**src/rtl/reg_scoreboard_pkg.sv**
```systemverilog
// rtl/reg_scoreboard_pkg.sv - shared instruction types for the register scoreboard
//
// Purpose: register index type, stall-cause encoding and a small hazard helper
// shared by the scoreboard top and its per-register counter.
// Ports: none (package).
package reg_scoreboard_pkg;

  localparam int NUM_REGS = 32;

  typedef logic [4:0] reg_idx_t;

  typedef enum logic [1:0] {
    STALL_NONE  = 2'b00,
    STALL_RAW   = 2'b01,
    STALL_SAT   = 2'b10,
    STALL_FLUSH = 2'b11
  } stall_cause_t;

  // A source only blocks issue when it is really read, is not x0, and its
  // youngest pending producer cannot forward (load / CSR).
  function automatic logic src_hazard(input logic     use_src,
                                      input reg_idx_t idx,
                                      input logic     busy,
                                      input logic     late);
    return use_src && (idx != '0) && busy && late;
  endfunction

endpackage

```
**src/rtl/reg_scoreboard_sb_counter.sv**
```systemverilog
// rtl/reg_scoreboard_sb_counter.sv - pending-writer counter and late flag for one register
//
// Purpose: tracks how many writers of one architectural register are in
// flight and whether the youngest of them produces a non-forwardable result.
// Ports:
//   clk, rst_n    clock, asynchronous active-low reset
//   flush         discard all pending writers at the next edge
//   inc           an issue targeting this register fires
//   dec           a writeback of this register retires
//   inc_late      iss_late of the issuing instruction
//   cnt           pending writer count
//   late          youngest pending writer is late
//   underflow     writeback seen while nothing is pending (combinational)
module sb_counter #(
  parameter int CNT_W = 2
) (
  input  logic             clk,
  input  logic             rst_n,
  input  logic             flush,
  input  logic             inc,
  input  logic             dec,
  input  logic             inc_late,
  output logic [CNT_W-1:0] cnt,
  output logic             late,
  output logic             underflow
);

  localparam logic [CNT_W-1:0] CNT_MAX = '1;
  localparam logic [CNT_W-1:0] CNT_ONE = CNT_W'(1);

  logic [CNT_W-1:0] cnt_d;
  logic             late_d;

  assign underflow = dec && (cnt == '0);

  always_comb begin
    cnt_d  = cnt;
    late_d = late;
    if (flush) begin
      cnt_d  = '0;
      late_d = 1'b0;
    end else if (inc && dec) begin
      // One writer leaves, one enters: the count is unchanged but the new
      // writer is now the youngest, so its lateness wins.
      late_d = inc_late;
    end else if (inc) begin
      // The top withholds issue at saturation; the guard keeps the counter
      // from wrapping even if that ever changes.
      if (cnt != CNT_MAX) begin
        cnt_d = cnt + CNT_ONE;
      end
      late_d = inc_late;
    end else if (dec) begin
      if (cnt != '0) begin
        cnt_d = cnt - CNT_ONE;
      end
      if (cnt <= CNT_ONE) begin
        late_d = 1'b0;
      end
    end
  end

  always_ff @(posedge clk or negedge rst_n) begin
    if (!rst_n) begin
      cnt  <= '0;
      late <= 1'b0;
    end else begin
      cnt  <= cnt_d;
      late <= late_d;
    end
  end

endmodule

```
**src/rtl/reg_scoreboard.sv**
```systemverilog
// rtl/reg_scoreboard.sv - register scoreboard for in-order issue with late producers
//
// Purpose: holds issue while a used source waits on a non-forwardable
// producer, while the destination's pending counter is saturated, or during a
// pipeline flush. x0 is never tracked.
// Ports:
//   clk, rst_n                  clock, asynchronous active-low reset
//   iss_valid / iss_ready       issue handshake (fires on valid && ready)
//   iss_rs1, iss_rs2            source indices
//   iss_use_rs1, iss_use_rs2    source actually read
//   iss_rd, iss_write_reg       destination and whether it is written
//   iss_late                    result is not forwardable
//   wb_valid, wb_rd             retiring writer
//   flush                       discard all pending writers
//   busy_vec                    bit i set while register i has pending writers
//   stall_cause                 00 none, 01 RAW, 10 saturated, 11 flush
module reg_scoreboard
  import reg_scoreboard_pkg::*;
#(
  parameter int CNT_W = 2
) (
  input  logic        clk,
  input  logic        rst_n,
  input  logic        iss_valid,
  output logic        iss_ready,
  input  logic [4:0]  iss_rs1,
  input  logic [4:0]  iss_rs2,
  input  logic        iss_use_rs1,
  input  logic        iss_use_rs2,
  input  logic [4:0]  iss_rd,
  input  logic        iss_write_reg,
  input  logic        iss_late,
  input  logic        wb_valid,
  input  logic [4:0]  wb_rd,
  input  logic        flush,
  output logic [31:0] busy_vec,
  output logic [1:0]  stall_cause
);

  localparam logic [CNT_W-1:0] CNT_MAX = '1;

  logic [NUM_REGS-1:0][CNT_W-1:0] cnt_q;
  logic [NUM_REGS-1:0]            late_q;
  logic [NUM_REGS-1:0]            inc_vec;
  logic [NUM_REGS-1:0]            dec_vec;
  logic [NUM_REGS-1:0]            underflow_vec;
  logic                           err_underflow_q;

  reg_idx_t     rs1_idx;
  reg_idx_t     rs2_idx;
  reg_idx_t     rd_idx;
  logic         raw_hazard;
  logic         sat_hazard;
  logic         issue_fire;
  stall_cause_t cause;

  assign rs1_idx = iss_rs1;
  assign rs2_idx = iss_rs2;
  assign rd_idx  = iss_rd;

  // x0 slot is hard-wired idle.
  assign cnt_q[0]         = '0;
  assign late_q[0]        = 1'b0;
  assign inc_vec[0]       = 1'b0;
  assign dec_vec[0]       = 1'b0;
  assign underflow_vec[0] = 1'b0;

  genvar i;
  generate
    for (i = 1; i < NUM_REGS; i++) begin : g_reg
      assign inc_vec[i] = issue_fire && iss_write_reg && (rd_idx == 5'(i));
      assign dec_vec[i] = wb_valid && (wb_rd == 5'(i));

      sb_counter #(
        .CNT_W(CNT_W)
      ) u_cnt (
        .clk      (clk),
        .rst_n    (rst_n),
        .flush    (flush),
        .inc      (inc_vec[i]),
        .dec      (dec_vec[i]),
        .inc_late (iss_late),
        .cnt      (cnt_q[i]),
        .late     (late_q[i]),
        .underflow(underflow_vec[i])
      );
    end
  endgenerate

  always_comb begin
    for (int r = 0; r < NUM_REGS; r++) begin
      busy_vec[r] = (cnt_q[r] != '0);
    end
  end

  // Hazards look only at registered state; a same-cycle writeback is not
  // bypassed, so the stall releases one cycle after the writeback edge.
  // rs1 == rs2 simply evaluates the same slot twice, which ORs to one hazard.
  assign raw_hazard = iss_valid &&
                      (src_hazard(iss_use_rs1, rs1_idx, busy_vec[rs1_idx], late_q[rs1_idx]) ||
                       src_hazard(iss_use_rs2, rs2_idx, busy_vec[rs2_idx], late_q[rs2_idx]));

  assign sat_hazard = iss_valid && iss_write_reg && (rd_idx != '0) &&
                      (cnt_q[rd_idx] == CNT_MAX);

  assign iss_ready  = !flush && !raw_hazard && !sat_hazard;
  assign issue_fire = iss_valid && iss_ready;

  always_comb begin
    cause = STALL_NONE;
    if (flush) begin
      cause = STALL_FLUSH;
    end else if (raw_hazard) begin
      cause = STALL_RAW;
    end else if (sat_hazard) begin
      cause = STALL_SAT;
    end
  end

  assign stall_cause = cause;

  // One-cycle pulse for a stray writeback; a flushed writeback is ignored
  // rather than flagged.
  always_ff @(posedge clk or negedge rst_n) begin
    if (!rst_n) begin
      err_underflow_q <= 1'b0;
    end else begin
      err_underflow_q <= !flush && (|underflow_vec);
    end
  end

endmodule
```
**config.mk**
```make
export PLATFORM = sky130hd
export DESIGN_NAME = reg_scoreboard
export DESIGN_NICKNAME = d
export VERILOG_FILES = /design/src/rtl/reg_scoreboard_pkg.sv /design/src/rtl/reg_scoreboard_sb_counter.sv /design/src/rtl/reg_scoreboard.sv
export SDC_FILE = /design/constraint.sdc
export NUM_CORES = 1
export LEC_CHECK = 0
export BUFFER_PORTS_ARGS = -buffer_cell sky130_fd_sc_hd__buf_2
export CAP_MARGIN = 5
export CORE_MARGIN = 5
export CORE_UTILIZATION = 60
export CTS_CLUSTER_SIZE = 10
export DETAILED_ROUTE_END_ITERATION = 7
export HOLD_SLACK_MARGIN = 0.08
export PLACE_DENSITY = 0.83
export SLEW_MARGIN = 0
export SYNTH_ARGS = -nofsm -noshare
export SYNTH_HDL_FRONTEND = slang
export SYNTH_SLANG_ARGS = --single-unit
```
**constraint.sdc**
```tcl
create_clock -name clk -period 4.5 [get_ports clk]
set_clock_uncertainty 0.1 [all_clocks]
set_input_delay 0.9 -clock clk [delete_from_list [all_inputs] [get_ports clk]]
set_output_delay 0.9 -clock clk [all_outputs]
set_load 0.05 [all_outputs]
```
==> flow_summary.toml <==
[yosys]
synth-edff-count = 0
synth_flop_cell = "dfrtp_1"
synth_area_leaders = "dfrtp_1 (26%), ha_1 (11%), nor2_1 (6.0%)"
ys_warn_count = 0
postSynthAreaPerCell_um2 = 8.09
ys_ff_latch = 93
async_reset_ff_frac = 1.00
synth.most_common_cell = "nor2_1"
netlist_instances = 1090
synth_cell_type_count = 70
yosys.area.top_type = "dfrtp_1"
synth_top_area_frac = 0.264
ys_seq_area_frac = 0.264
synth_nets = 1195
synth_common_cells = "nor2_1 (142), inv_1 (103), dfrtp_1 (93)"
syn_area_um2 = 8820

[layout]
drive_above_1_share = 0.128
final_core_util = 0.661
fillCellCount = 1214
multi_input_area_um2 = 5880
fin_area_um2 = 9560
nets = 1229
synthToLayoutAreaGrowth_pct = 8.39
ff_latch_area_um2 = 2330

[sta]
timing.hold.ws_ns = 0.453
finalMaxSlewViolations = 0
rsz0062_at_grt = "no"
worst_slack_ns = 0.198
setup_viol = 0
finalHoldViolCount = 0
setup_tns_ns = 0
relSlewSlack = 0.277
worstMarginPinSlew_ns = 1.08
period_share = 0.956
fin_crit_ns = 4.30
clock.fmax_ghz = 0.232

[clocking]
cts-htree-levels = 3
cts_tree = "yes"
cts_root_buffer = "clkbuf_16"
path_clk_slew_ns = 0.07
numCtsBuffers = 9
postCtsSetupRepairBufs = 0
cts.repair.resized = 0
cts_buffer_depth = 2
clock_sinks = 93
ctsHoldBuffers = 0
clk_latency_ns = 0.36

[power_and_ir_drop]
power_switching_mw = 0.565
p_sw_frac = 0.299
p_int_mw = 1.33
p_seq_frac = 0.449
clkPwrFrac = 0.394
pwr-share-comb = 0.157
powerDensity_nw_per_um2 = 198
ir_worst_vdd_v = 0.000158
p_leak_nw = 4.34

[route]
postRouteAntennaNets = 0
wl_per_cell_um = 19.7
viasPerCell = 6.52
drt-total-wl_mm = 25.8
drc = 0
dr.first_iter.drc_count = 1153
num_vias = 8565
dr.pass1.iters = 6

[setup_path]
critPathCaptureType = "primary output"
crit_path_start_kind = "flip-flop"
path_max_fanout = 4
crit_type = "flip-flop to primary output"
required_ns = 3.50
cp.arrival_ns = 3.30

[placement]
post-place-ws_ns = 0.293
place_hpwl_mm = 19.1
numPortBuffers = 62
dpl_cell_area_um2 = 9290
place.gp.congestion = 0.959

[global_routing]
grt_util_all_layers = 0.291
antenna_found_initial = 2
grt_max_degree = 78
grt_pass1_vias = 7915
overflow = 0
grt_pass1_wl_mm = 41.6

[floorplanning]
coreArea_um2 = 14500
die_x_um = 131
ioPinCount = 64
initial_utilization = 0.609
die-area_um2 = 17200
die-height_um = 131
rows = 44

[run]
cap_violations = 0

[outcome]
status = "complete, no violations"

[worst_hold_path]
hp-class = "flip-flop to flip-flop"
stage by stage:
step                instances  total power [mW]
floorplan                1090              1.05
global placement         1297              1.15
detailed placement       1297              1.15
CTS                      1313              1.88
global route             1314              1.94
finish                   1314              1.89
layout make-up:
class | count | share of cell area
diodes | 1 | 0.000262
clock buffers | 15 | 0.0280
clock inverters | 1 | 0.000523
inverters | 106 | 0.0416
multi-input cells | 835 | 0.615
flip-flops and latches | 93 | 0.243
well taps | 184 | 0.0241
repair buffers | 79 | 0.0476
worst max-delay path, cell delays in order (launching register included):
cell	delay, ns
dfrtp_1	0.44
inv_1	0.12
ha_1	0.23
nand2b_1	0.23
mux4_2	0.51
a221o_1	0.36
a21oi_1	0.34
a22oi_2	0.22
o21ai_4	0.21
buf_2	0.29
power by group through the flow:
stage / registers (mW) / clock network, mW / logic [mW]
2_1_floorplan: 0.863 / 0 / 0.184
3_3_place_gp: 0.865 / 0 / 0.285
3_5_place_dp: 0.865 / 0 / 0.290
4_1_cts: 0.849 / 0.744 / 0.290
5_1_grt: 0.850 / 0.775 / 0.315
6_report: 0.850 / 0.744 / 0.297
flip-flops by register name, indices dropped and copies added, names as in the netlist:
register,flops
g.u_cnt.late,31
g.u_cnt.cnt,62
layout by cell type (no fill, tap or decap), types with 15 or more instances in the layout:
cell and instances:
nor2_1 141, inv_1 103, dfrtp_1 93, nand2_1 79, ha_1 76, buf_2 60, mux2i_1 49, a21oi_1 48
nor3_1 34, a31oi_1 32, o21ai_0 29, nand2b_1 28, nand3_1 27, or3_1 24, nand3b_1 20, buf_4 18
nand4_1 17, mux2_2 16, mux4_2 15, nor3b_1 15
layer usage:
layer / vias up / share of wire / track usage / wire length, um
met4: 2 / 0.045 / 0.115 / 1170
met1: 4043 / 0.41 / 0.405 / 10600
met2: 490 / 0.44 / 0.454 / 11500
met3: 100 / 0.10 / 0.0493 / 2580
met5: - / 0.00054 / 0 / 14
li1: 3930 / - / - / -
cell families (layout without fill, tap and decap cells):
kind of cell,count (synthesis),in the layout,synth area share
flops,93,93,0.264
other cells,1,2,0.000425
xor+xnor,1,1,0.000993
buf+inv,162,201,0.0722
mux,94,94,0.132
fa+ha+maj,76,76,0.108
simple gates,463,463,0.271
compound gates,200,200,0.151
worst paths after layout:
kind                       slack, ns                          startpoint  cells after the start                            endpoint
max in group asynchronous       2.82                               rst_n                      2  g_reg[15].u_cnt.cnt[1]$_DFFE_PN0P_
min in group asynchronous       0.60                               rst_n                      1  g_reg[25].u_cnt.cnt[1]$_DFFE_PN0P_
hold reg to reg                 0.45    g_reg[29].u_cnt.late$_DFFE_PN0P_                      2    g_reg[29].u_cnt.late$_DFFE_PN0P_
hold / removal                  0.45    g_reg[29].u_cnt.late$_DFFE_PN0P_                      2    g_reg[29].u_cnt.late$_DFFE_PN0P_
setup reg to reg                0.66  g_reg[10].u_cnt.cnt[1]$_DFFE_PN0P_                     11   g_reg[5].u_cnt.cnt[0]$_DFFE_PN0P_
setup / recovery                0.20  g_reg[10].u_cnt.cnt[1]$_DFFE_PN0P_                      9                      stall_cause[0]
Note: power is estimated with default switching activity, not from simulation.
